--- src/rtl/issue_scoreboard.sv ---
// issue_scoreboard
//   Issue controller between decode and the execute/load-store datapath.
//   Tracks in-flight register writes with per-register latency countdowns.
//   Blocks issue on RAW/WAW hazards, while a branch is unresolved and after
//   a halt. Drives the fetch hold.
//
// Optional feature (compile-time macro SCB_FORWARD_EN):
//   defined   - a source is ready when its countdown is <= 1, because the
//               bypass covers the write cycle
//   undefined - a source is ready only when its countdown is 0
//
// Parameters:
//   ALU_LAT       cycles from issue until an ALU/immediate result is written (1..15)
//   LD_LAT        cycles from issue until a load result is written (1..15)
// Ports:
//   clk           clock; all state changes on the rising edge
//   rst           asynchronous, active-high reset
//   dec_valid     decode presents an instruction this cycle
//   dec_regWrite  instruction writes dec_destReg
//   dec_isLoad    the write uses LD_LAT instead of ALU_LAT
//   dec_isBranch  instruction is a branch
//   dec_halt      instruction is HALT
//   dec_useSrc1/2 the source operand is read
//   dec_destReg, dec_src1, dec_src2   register indices
//   br_resolve    one-cycle pulse: the outstanding branch is resolved
//   issue         instruction accepted this cycle
//   hold_if       fetch/decode must hold the current instruction
//   busy_mask     bit r is set while register r has a pending write
//   halted        machine halted and drained
//   stall_cycles  saturating count of stalled cycles
module issue_scoreboard #(
    parameter int unsigned ALU_LAT = 2,
    parameter int unsigned LD_LAT  = 4
) (
    input  logic        clk,
    input  logic        rst,
    input  logic        dec_valid,
    input  logic        dec_regWrite,
    input  logic        dec_isLoad,
    input  logic        dec_isBranch,
    input  logic        dec_halt,
    input  logic        dec_useSrc1,
    input  logic        dec_useSrc2,
    input  logic [3:0]  dec_destReg,
    input  logic [3:0]  dec_src1,
    input  logic [3:0]  dec_src2,
    input  logic        br_resolve,
    output logic        issue,
    output logic        hold_if,
    output logic [15:0] busy_mask,
    output logic        halted,
    output logic [15:0] stall_cycles
);

    typedef enum logic [1:0] {
        S_RUN,
        S_BR_WAIT,
        S_DRAIN,
        S_HALTED
    } state_t;

    localparam logic [3:0] ALU_LAT_C = 4'(ALU_LAT);
    localparam logic [3:0] LD_LAT_C  = 4'(LD_LAT);

    state_t      state, state_nxt;
    logic [3:0]  cnt [16];
    logic        wr_eff;
    logic        src1_rdy, src2_rdy;
    logic        hazard;
    logic [3:0]  new_lat;

    // A HALT never writes, even when decode flags a register write.
    assign wr_eff  = dec_regWrite & ~dec_halt;
    assign new_lat = dec_isLoad ? LD_LAT_C : ALU_LAT_C;

    always_comb begin
        busy_mask = '0;
        for (int unsigned i = 0; i < 16; i++) begin
            busy_mask[i] = (cnt[i] != 4'd0);
        end
    end

`ifdef SCB_FORWARD_EN
    assign src1_rdy = (cnt[dec_src1] <= 4'd1);
    assign src2_rdy = (cnt[dec_src2] <= 4'd1);
`else
    assign src1_rdy = (cnt[dec_src1] == 4'd0);
    assign src2_rdy = (cnt[dec_src2] == 4'd0);
`endif

    assign hazard  = (dec_useSrc1 & ~src1_rdy)
                   | (dec_useSrc2 & ~src2_rdy)
                   | (wr_eff & busy_mask[dec_destReg]);
    assign issue   = dec_valid & (state == S_RUN) & ~hazard;
    assign hold_if = (dec_valid & ~issue) | (state != S_RUN);

    // halted is raised in the first DRAIN cycle that sees no pending write,
    // one cycle ahead of the registered HALTED state, so a halt issued with
    // at most one cycle of outstanding writes reports halted on the next cycle.
    assign halted  = (state == S_HALTED) | ((state == S_DRAIN) & (busy_mask == '0));

    always_ff @(posedge clk or posedge rst) begin
        if (rst) begin
            for (int unsigned i = 0; i < 16; i++) begin
                cnt[i] <= '0;
            end
        end else begin
            for (int unsigned i = 0; i < 16; i++) begin
                if (issue && wr_eff && (dec_destReg == 4'(i))) begin
                    cnt[i] <= new_lat;
                end else if (cnt[i] != 4'd0) begin
                    cnt[i] <= cnt[i] - 4'd1;
                end
            end
        end
    end

    always_ff @(posedge clk or posedge rst) begin
        if (rst) begin
            stall_cycles <= '0;
        end else if (dec_valid && !issue && (stall_cycles != '1)) begin
            stall_cycles <= stall_cycles + 16'd1;
        end
    end

    always_ff @(posedge clk or posedge rst) begin
        if (rst) begin
            state <= S_RUN;
        end else begin
            state <= state_nxt;
        end
    end

    always_comb begin
        state_nxt = state;
        unique case (state)
            S_RUN: begin
                if (issue && dec_halt) begin
                    state_nxt = S_DRAIN;
                end else if (issue && dec_isBranch) begin
                    state_nxt = S_BR_WAIT;
                end
            end
            S_BR_WAIT: begin
                if (br_resolve) begin
                    state_nxt = S_RUN;
                end
            end
            S_DRAIN: begin
                if (busy_mask == '0) begin
                    state_nxt = S_HALTED;
                end
            end
            S_HALTED: begin
                state_nxt = S_HALTED;
            end
            default: begin
                state_nxt = S_RUN;
            end
        endcase
    end

endmodule
--- config.mk ---
export PLATFORM = sky130hd
export DESIGN_NAME = issue_scoreboard
export DESIGN_NICKNAME = d
export VERILOG_FILES = /design/src/rtl/issue_scoreboard.sv
export SDC_FILE = /design/constraint.sdc
export NUM_CORES = 1
export LEC_CHECK = 0
export ABC_AREA = 0
export CAP_MARGIN = 20
export CORE_MARGIN = 2
export CORE_UTILIZATION = 45
export CTS_CLUSTER_DIAMETER = 80
export DETAILED_ROUTE_END_ITERATION = 10
export PLACE_DENSITY_LB_ADDON = 0.12
export SETUP_SLACK_MARGIN = 0.3
export SLEW_MARGIN = 10
export SYNTH_ARGS = -nofsm -noshare
export SYNTH_HDL_FRONTEND = slang
export SYNTH_SLANG_ARGS = --single-unit
--- constraint.sdc ---
create_clock -name clk -period 5.9 [get_ports clk]
set_clock_uncertainty 0.2 [all_clocks]
set_input_delay 1.475 -clock clk [delete_from_list [all_inputs] [get_ports clk]]
set_output_delay 1.475 -clock clk [all_outputs]
set_load 0.03 [all_outputs]
==> impl_metrics.csv, run 1 <==
group,metric,value,unit
status,status,"finished, final reports clean",
final_layout,nFillCells,1017,
route,firstDrtPassIters,4,
timing,holdWs,301,ps
route,routed_wl,13000,µm
setup_path,worstPathCellList,"clkdlybuf4s50_1, nand3b_1, o32ai_1, or4_1, or4_4, o21ai_2, nand2_1, buf_6",
route,ant_nets,0,
route,wl_per_cell,17.2,µm
cts,clockBufferDepth,2,
logic_synthesis,synth_cells,554,
route,vias,4297,
timing,tightest_slew,862,ps
grt,antenna_found_initial,0,
timing,min_period_over_period,93.1,%
final_layout,most-common-layout-cells,"dfrtp_1 (82), nand2_1 (52), inv_1 (49), clkdlybuf4s50_1 (49), nand3_1 (29)",
logic_synthesis,syn_area,5090,µm²
power,power_leakage,2.81,nW
final_layout,nNetsFinal,652,
power,p_total,3.09,mW
logic_synthesis,ys_seq_area_share,40.3,%
grt,grt_max_degree,48,
place,place_area,5770,µm²
min_path,hold_class,"reg -> reg",
floorplanning,core-area,10900,µm²
final_layout,syn_to_final_growth,20.3,%
timing,worst_slack,410,ps
cts,worst_setup_hold_path_clk_slew,60,ps
logic_synthesis,ys_types,59,
setup_path,critPathKind,"in -> out",
setup_path,endpoint_kind,"output pin",
logic_synthesis,synth.ff_latch_count,82,
floorplanning,die_h,110,µm
cts,clkLatencyLatePin,330,ps
logic_synthesis,synthArstFlopShare,100,%
timing,totalNegativeSetupSlack,0,ps
power,pwr-share-clk,18.6,%
power,p_int,1.84,mW
cts,cts_max_level,3,
power,pwr-share-comb,47.0,%
final_layout,final_common_cell,"dfrtp_1",
place,hpwl,9820,µm
logic_synthesis,synth_warnings,0,
cts,cts.sinks,82,
cts,numCtsBuffers,9,
route,drt_iter0_drc,234,
grt,grt_pass1_vias,4035,
power,sequentialPowerShare,34.3,%
timing,rsz0062_at_grt,"no",
logic_synthesis,synth_edf_count,0,
timing,hold_viol,0,
floorplanning,dieArea,12200,µm²
logic_synthesis,synth.avg_cell_area,9.19,µm²
setup_path,slowest_stage,"or4_4",
power,switchingPower,1.25,mW
cts,ctsHoldBuffers,0,
logic_synthesis,synth_nets,593,
logic_synthesis,ys.flop_type,"dfrtp_1",
floorplanning,io_pins,57,
setup_path,critical_path_required,4220,ps
setup_path,cp.arrival,3820,ps
logic_synthesis,synth_area_leaders,"dfrtp_1 (40%), ha_1 (4.2%), mux2i_1 (4.1%)",
place,place.port_buffers,56,
setup_path,slowest_delay,600,ps
cts,clock-root-buffer,"clkbuf_16",
logic_synthesis,yosys.area.top_type,"dfrtp_1",
timing,slew-limit-headroom,42.5,%
logic_synthesis,post-synth-top-area-fraction,40.3,%
place,place.gp.congestion,0.869,
setup_path,crit_fanout,6,
place,dp_slack,178,ps
final_layout,stdcell_area,6130,µm²
cts,cts_tree,"yes",
power,p_per_area,504,nW/µm²
route,viasPerCell,5.67,
floorplanning,rows,38,
power,swShare,40.6,%
grt,grt_usage,22.9,%
setup_path,start_kind,"input pin",
grt,grt_pass1_wl,20900,µm
timing,finalSetupViolCount,0,
timing,slew_viol_final,0,
timing,fin_crit,5490,ps
power,vdd_ir_drop_max,0.000278,V
floorplanning,initial_utilization,46.6,%
grt,globalRouteOverflowTotal,0,
final_layout,drive_gt1_share,10.5,%
final_layout,antenna_cells,0,
timing,fmax,0.182,GHz
route,drc,0,
floorplanning,dieWidth,110,µm
flow_run,maxCapViolCount,0,
## synthesized netlist by cell type (11+ instances only)
library cell and count:
inv_1 52, nand3_1 29, or3_1 12, ha_1 17, dfrtp_1 82, a21oi_1 16, clkbuf_1 14, nor2_1 29
nor3_1 26, nor4_1 15, mux2_2 11, or4_1 15, o21ai_0 25, a21o_1 15, xnor2_1 22, mux2i_1 21
nand2_1 52
## registers in the layout, indices dropped and copies added (netlist names)
name / cells
stall_cycles: 16
state: 2
cnt: 64
## timing repair
action / CTS / global route
buffers inserted: 0 / 2
setup endpoints to repair: 2 / 2
pin swaps: 1 / 3
resized for setup: 5 / 8
## power by group through the flow
stage	Combinational, mW	Clock (mW)	Sequential (mW)
final	1.45	0.576	1.06
after global routing	1.64	0.611	1.10
after CTS	1.46	0.589	1.06
after detailed placement	1.45	0	1.07
after global placement	1.41	0	1.05
after floorplan	1.04	0	1.05
## through the flow
| step | utilization (%) | cells |
|---|---|---|
| floorplan | - | 554 |
| global placement | 52.8 | 740 |
| detailed placement | 52.8 | 740 |
| CTS | 55.7 | 756 |
| global route | 56.0 | 758 |
| finish | 56.0 | 758 |
## worst paths after layout
| path | endpoint | slack (ps) | start | depth (start not counted) |
|---|---|---|---|---|
| worst max-delay path | hold_if | 410 | dec_src1[2] | 8 |
| max in group asynchronous | cnt[57] | 3110 | rst | 3 |
| worst max register to register | cnt[22] | 2020 | cnt[48] | 9 |
| worst min register to register | stall_cycles[7] | 300 | stall_cycles[7] | 1 |
| min in group asynchronous | cnt[51] | 1400 | rst | 2 |
| worst min-delay path | stall_cycles[7] | 300 | stall_cycles[7] | 1 |
## worst max-delay path: cells and delay by family
family,cells,cell delay (ps)
AO/OA/AOI/OAI,2,240
buffers and inverters,2,740
AND/OR/NAND/NOR,4,1370
## layout make-up
cell class              instances  area [µm²]  share of cell area, %
clock buffers                  12         256                   4.19
clock inverters                 4        50.0                  0.817
inverters                      52         196                   3.21
multi-input cells             398        2720                   44.4
flip-flops and latches         82        2050                   33.5
well taps                     140         175                   2.86
repair buffers                 70         677                   11.0
## cells by family after synthesis
logic type | share of synthesized area (%)
AO/OA/AOI/OAI | 12.2
adder cells (fa/ha/maj) | 4.18
flip-flops | 40.3
buffers and inverters | 6.59
XOR/XNOR | 5.33
AND/OR/NAND/NOR | 24.3
multiplexers | 7.08
## layer usage
| layer | global-route usage, % | wire length, µm | vias up |
|---|---|---|---|
| met2 | 35.9 | 5960 | 104 |
| met3 | 5.88 | 888 | 17 |
| met4 | 6.43 | 222 | 0 |
| li1 | - | - | 2093 |
| met5 | 0 | 0 | - |
| met1 | 31.5 | 5940 | 2083 |
(Power assumes the default switching activity.)
==> run 2, diff against run 1 <==
- RECOVER_POWER: not set -> 25
==> run 2 against run 1 <==
Compared with the run above: the run now ends with max-capacitance violations, max-slew violations left; combinational power is essentially flat; critical path depth did not move; first-iteration DRC count down 12%.
==> impl_metrics.csv, run 2 (synthesized netlist as in run 1, its figures left out) <==
group,metric,value,unit
status,status,"finished, violations left",
status,violations,"max-capacitance violations, max-slew violations",
final_layout,final_common_cell,"dfrtp_1",
min_path,hold_class,"reg -> reg",
cts,clkLatencyLatePin,330,ps
grt,grt_pass1_wl,20900,µm
place,place_inst,740,
power,p_per_area,504,nW/µm²
cts,ctsHoldBuffers,0,
cts,numCtsBuffers,9,
timing,slew_viol_final,48,
route,firstDrtPassIters,4,
final_layout,syn_to_final_growth,20.3,%
cts,worst_setup_hold_path_clk_slew,60,ps
setup_path,start_kind,"input pin",
grt,antenna_found_initial,0,
timing,worst_slack,405,ps
cts,cts_max_level,3,
floorplanning,dieWidth,110,µm
route,routed_wl,13000,µm
final_layout,largest_register_ffs,64,
floorplanning,die_h,110,µm
place,dp_slack,178,ps
timing,totalNegativeSetupSlack,0,ps
setup_path,critical_path_required,4220,ps
timing,rsz0062_at_grt,"no",
route,wl_per_cell,17.2,µm
route,viasPerCell,5.60,
timing,fmax,0.182,GHz
grt,grt_max_degree,48,
floorplanning,io_pins,57,
power,pwr-share-clk,18.7,%
place,hpwl,9820,µm
cts,clock-root-buffer,"clkbuf_16",
grt,globalRouteOverflowTotal,0,
power,sequentialPowerShare,34.3,%
route,drc,0,
final_layout,nNetsFinal,652,
setup_path,endpoint_kind,"output pin",
power,p_int,1.84,mW
timing,slew-limit-headroom,-45.5,%
final_layout,top_register,"cnt",
final_layout,postLayoutCoreUtil,56.0,%
timing,hold_viol,0,
power,vdd_ir_drop_max,0.000279,V
final_layout,reg_top3,"cnt: 64 flops, stall_cycles: 16 flops, state: 2 flops",
setup_path,critPathKind,"in -> out",
timing,fin_crit,5490,ps
power,pwr-share-comb,47.0,%
final_layout,drive_gt1_share,10.5,%
grt,grt_pass1_vias,4035,
floorplanning,initial_utilization,46.6,%
cts,clockBufferDepth,2,
route,drt_iter0_drc,206,
timing,finalSetupViolCount,0,
final_layout,layout.cells.non_filler,758,
grt,grt_usage,22.9,%
route,vias,4246,
cts,cts_tree,"yes",
power,power_leakage,2.81,nW
timing,tightest_slew,2170,ps
place,place.gp.congestion,0.869,
timing,holdWs,301,ps
flow_run,maxCapViolCount,1,
setup_path,cp.arrival,3820,ps
cts,cts.sinks,82,
floorplanning,core-area,10900,µm²
floorplanning,dieArea,12200,µm²
final_layout,most-common-layout-cells,"dfrtp_1 (82), nand2_1 (52), inv_1 (49), clkdlybuf4s50_1 (48), nand3_1 (29)",
power,switchingPower,1.25,mW
floorplanning,rows,38,
place,place.port_buffers,56,
power,swShare,40.6,%
timing,min_period_over_period,93.1,%
route,ant_nets,0,
final_layout,antenna_cells,0,
setup_path,crit_fanout,6,
[run 2: changes by cell type in the layout (fill, tap and decap cells not counted), sizes merged]
cell	before	now
clkinv	2	1
clkinvlp	2	3
dlygate4sd3	0	1
clkdlybuf4s50	49	48
[run 2: through the flow]
| stage | instance area (µm²) | total power, mW |
|---|---|---|
| 2_1_floorplan | 5090 | 2.10 |
| 3_3_place_gp | 5770 | 2.46 |
| 3_5_place_dp | 5770 | 2.52 |
| 4_1_cts | 6090 | 3.11 |
| 5_1_grt | 6130 | 3.36 |
| 6_report | 6130 | 3.09 |
[run 2: cell type report]
type | count | area (µm²)
Fill cell | 1017 | 4810
Multi-Input combinational cell | 398 | 2720
Sequential cell | 82 | 2050
Timing Repair Buffer | 70 | 677
Clock buffer | 12 | 256
Inverter | 52 | 196
Tap cell | 140 | 175
Clock inverter | 4 | 50.0
[run 2: layer usage]
| layer | vias up | wire length, µm | track usage (%) |
|---|---|---|---|
| met1 | 2045 | 5880 | 31.5 |
| met4 | 0 | 183 | 6.43 |
| met5 | - | 0 | 0 |
| li1 | 2092 | - | - |
| met3 | 14 | 961 | 5.88 |
| met2 | 95 | 6010 | 35.9 |
[run 2: critical path, stage by stage]
cell and delay (ps):
clkdlybuf4s50_1 580, nand3b_1 140, o32ai_1 80, or4_1 550, or4_4 600, o21ai_2 150
nand2_1 80, buf_6 160
[run 2: power by group through the flow]
| stage | clock [mW] | combinational, mW | sequential (mW) |
|---|---|---|---|
| floorplan | 0 | 1.04 | 1.05 |
| global placement | 0 | 1.41 | 1.05 |
| detailed placement | 0 | 1.45 | 1.07 |
| CTS | 0.589 | 1.46 | 1.06 |
| global route | 0.611 | 1.64 | 1.10 |
| finish | 0.577 | 1.45 | 1.06 |
[run 2: final timing paths]
kind / from / end / slack, ps / cells after the start
setup / recovery: dec_src1[2] / hold_if / 410 / 8
hold / removal: stall_cycles[7] / stall_cycles[7] / 300 / 1
setup reg to reg: cnt[48] / stall_cycles[1] / 2010 / 8
hold reg to reg: stall_cycles[7] / stall_cycles[7] / 300 / 1
max in group asynchronous: rst / cnt[56] / 2270 / 3
min in group asynchronous: rst / cnt[51] / 1960 / 2
[run 2: timing repair]
action                     in CTS  in global routing
setup buffers                   0                  2
setup endpoints to repair       2                  2
pin swaps                       1                  3
gates cloned                    0                  0
resized for setup               5                  8
==> run 3, diff against run 2 <==
- RECOVER_POWER: 25 -> 50
==> run 3 against run 2 <==
Compared with the run above: the flow still finishes with violations (max-capacitance violations, max-slew violations); first-iteration DRC count unchanged; worst hold slack unchanged; clock power about the same; sequential power about the same; critical path depth unchanged; final cell count unchanged; non-clock buffer count unchanged; via count about the same; count of clock-buffer cells in the layout unchanged; maximum frequency unchanged; design area about the same; combinational power about the same; critical path type unchanged; largest power group unchanged; highest routed layer unchanged.
==> impl_metrics.csv, run 3 (synthesized netlist as in run 1, its figures left out) <==
group,metric,value,unit
place,place_area,5770,µm²
final_layout,syn_to_final_growth,20.3,%
timing,holdWs,301,ps
place,place_inst,740,
setup_path,path_buf_inv,2,
power,swShare,40.6,%
final_layout,reg_top3,"cnt: 64 flops, stall_cycles: 16 flops, state: 2 flops",
cts,numCtsBuffers,9,
final_layout,nNetsFinal,652,
timing,fmax,0.182,GHz
timing,min_period_over_period,93.1,%
power,power_leakage,2.80,nW
timing,rsz0062_at_grt,"no",
timing,tightest_slew,2170,ps
final_layout,largest_register_ffs,64,
cts,cts_max_level,3,
grt,antenna_found_initial,0,
final_layout,final_common_cell,"dfrtp_1",
timing,totalNegativeSetupSlack,0,ps
power,pwr-share-comb,47.0,%
setup_path,rrSetupSlack,2010,ps
cts,clkLatencyLatePin,330,ps
status,status,"finished, violations left",
floorplanning,rows,38,
power,p_per_area,505,nW/µm²
setup_path,crit_fanout,6,
grt,grt_pass1_vias,4035,
floorplanning,core-area,10900,µm²
floorplanning,die_h,110,µm
cts,cts_tree,"yes",
route,drt_iter0_drc,206,
grt,grt_pass1_wl,20900,µm
setup_path,worstPathCellList,"clkdlybuf4s50_1, nand3b_1, o32ai_1, or4_1, or4_4, o21ai_2, nand2_1, buf_6",
final_layout,stdcell_area,6120,µm²
setup_path,critPathKind,"in -> out",
place,place.gp.congestion,0.869,
floorplanning,dieWidth,110,µm
setup_path,endpoint_kind,"output pin",
route,vias,4247,
flow_run,maxCapViolCount,2,
setup_path,slowest_stage,"or4_4",
setup_path,start_kind,"input pin",
timing,slew_viol_final,85,
final_layout,layout.cells.non_filler,758,
power,p_total,3.09,mW
setup_path,cp.arrival,3820,ps
setup_path,path_delay_family,"simple AND/OR/NAND/NOR gates",
cts,clockBufferDepth,2,
grt,grt_max_degree,48,
timing,hold_viol,0,
timing,slew-limit-headroom,-45.4,%
route,viasPerCell,5.60,
min_path,hold_class,"reg -> reg",
setup_path,critical_path_required,4220,ps
power,pwr-share-clk,18.7,%
route,firstDrtPassIters,4,
cts,cts.sinks,82,
final_layout,most-common-layout-cells,"dfrtp_1 (82), nand2_1 (52), inv_1 (49), clkdlybuf4s50_1 (47), nand3_1 (29)",
grt,globalRouteOverflowTotal,0,
route,wl_per_cell,17.2,µm
power,sequentialPowerShare,34.3,%
cts,worst_setup_hold_path_clk_slew,60,ps
final_layout,drive_gt1_share,10.4,%
power,p_int,1.84,mW
final_layout,nFillCells,1019,
place,hpwl,9820,µm
place,place.port_buffers,56,
route,routed_wl,13000,µm
setup_path,slowest_delay,600,ps
status,violations,"max-capacitance violations, max-slew violations",
timing,fin_crit,5490,ps
final_layout,top_register,"cnt",
route,ant_nets,0,
cts,clock-root-buffer,"clkbuf_16",
timing,finalSetupViolCount,0,
route,drc,0,
floorplanning,initial_utilization,46.6,%
grt,grt_usage,22.9,%
power,switchingPower,1.25,mW
final_layout,antenna_cells,0,
power,vdd_ir_drop_max,0.000278,V
floorplanning,dieArea,12200,µm²
floorplanning,io_pins,57,
run 3: final timing paths:
| kind | startpoint | to | cells after the start |
|---|---|---|---|
| max reg2reg | cnt[48] | stall_cycles[1] | 8 |
| min in group asynchronous | rst | cnt[51] | 2 |
| min reg2reg | stall_cycles[7] | stall_cycles[7] | 1 |
| min | stall_cycles[7] | stall_cycles[7] | 1 |
| max | dec_src1[2] | hold_if | 8 |
| max in group asynchronous | rst | cnt[56] | 3 |
run 3: worst register-to-register path, delay by kind of cell (launching register included):
kind	cells	cell delay, ps
AOI/OAI and AO/OA	2	550
and+or+nand+nor	3	1810
buffers and inverters	1	210
muxes	2	590
DFF	1	410
run 3: repair_timing:
action	in CTS	in global routing
resized for setup	5	8
pin swaps	1	3
hold buffers	0	0
cloned	0	0
endpoints found under the setup margin	2	2
hold endpoints to repair	0	0
setup buffers	0	2
run 3: layout make-up:
class	instances	area (µm²)	area share, %
clock buffer	12	256	4.19
clock inverter	4	50.0	0.817
multi-input combinational	398	2720	44.4
tap	140	175	2.86
timing repair buffer	70	673	11.0
sequential	82	2050	33.5
inverter	52	196	3.21
run 3: per-layer routing:
layer | up-vias | wire length [µm] | global-route usage, %
met5 | - | 0 | 0
li1 | 2091 | - | -
met3 | 14 | 961 | 5.88
met4 | 0 | 183 | 6.43
met1 | 2047 | 5870 | 31.5
met2 | 95 | 6010 | 35.9
run 3: metrics by stage:
step,setup WS [ps],util [%]
6_report,405,56.0
2_1_floorplan,528,-
5_1_grt,339,56.0
3_5_place_dp,178,52.8
3_3_place_gp,189,52.8
4_1_cts,306,55.7
run 3: power groups by stage:
stage | clock network (mW) | registers, mW | logic [mW]
2_1_floorplan | 0 | 1.05 | 1.04
6_report | 0.577 | 1.06 | 1.45
3_5_place_dp | 0 | 1.07 | 1.45
4_1_cts | 0.589 | 1.06 | 1.46
5_1_grt | 0.611 | 1.10 | 1.64
3_3_place_gp | 0 | 1.05 | 1.41
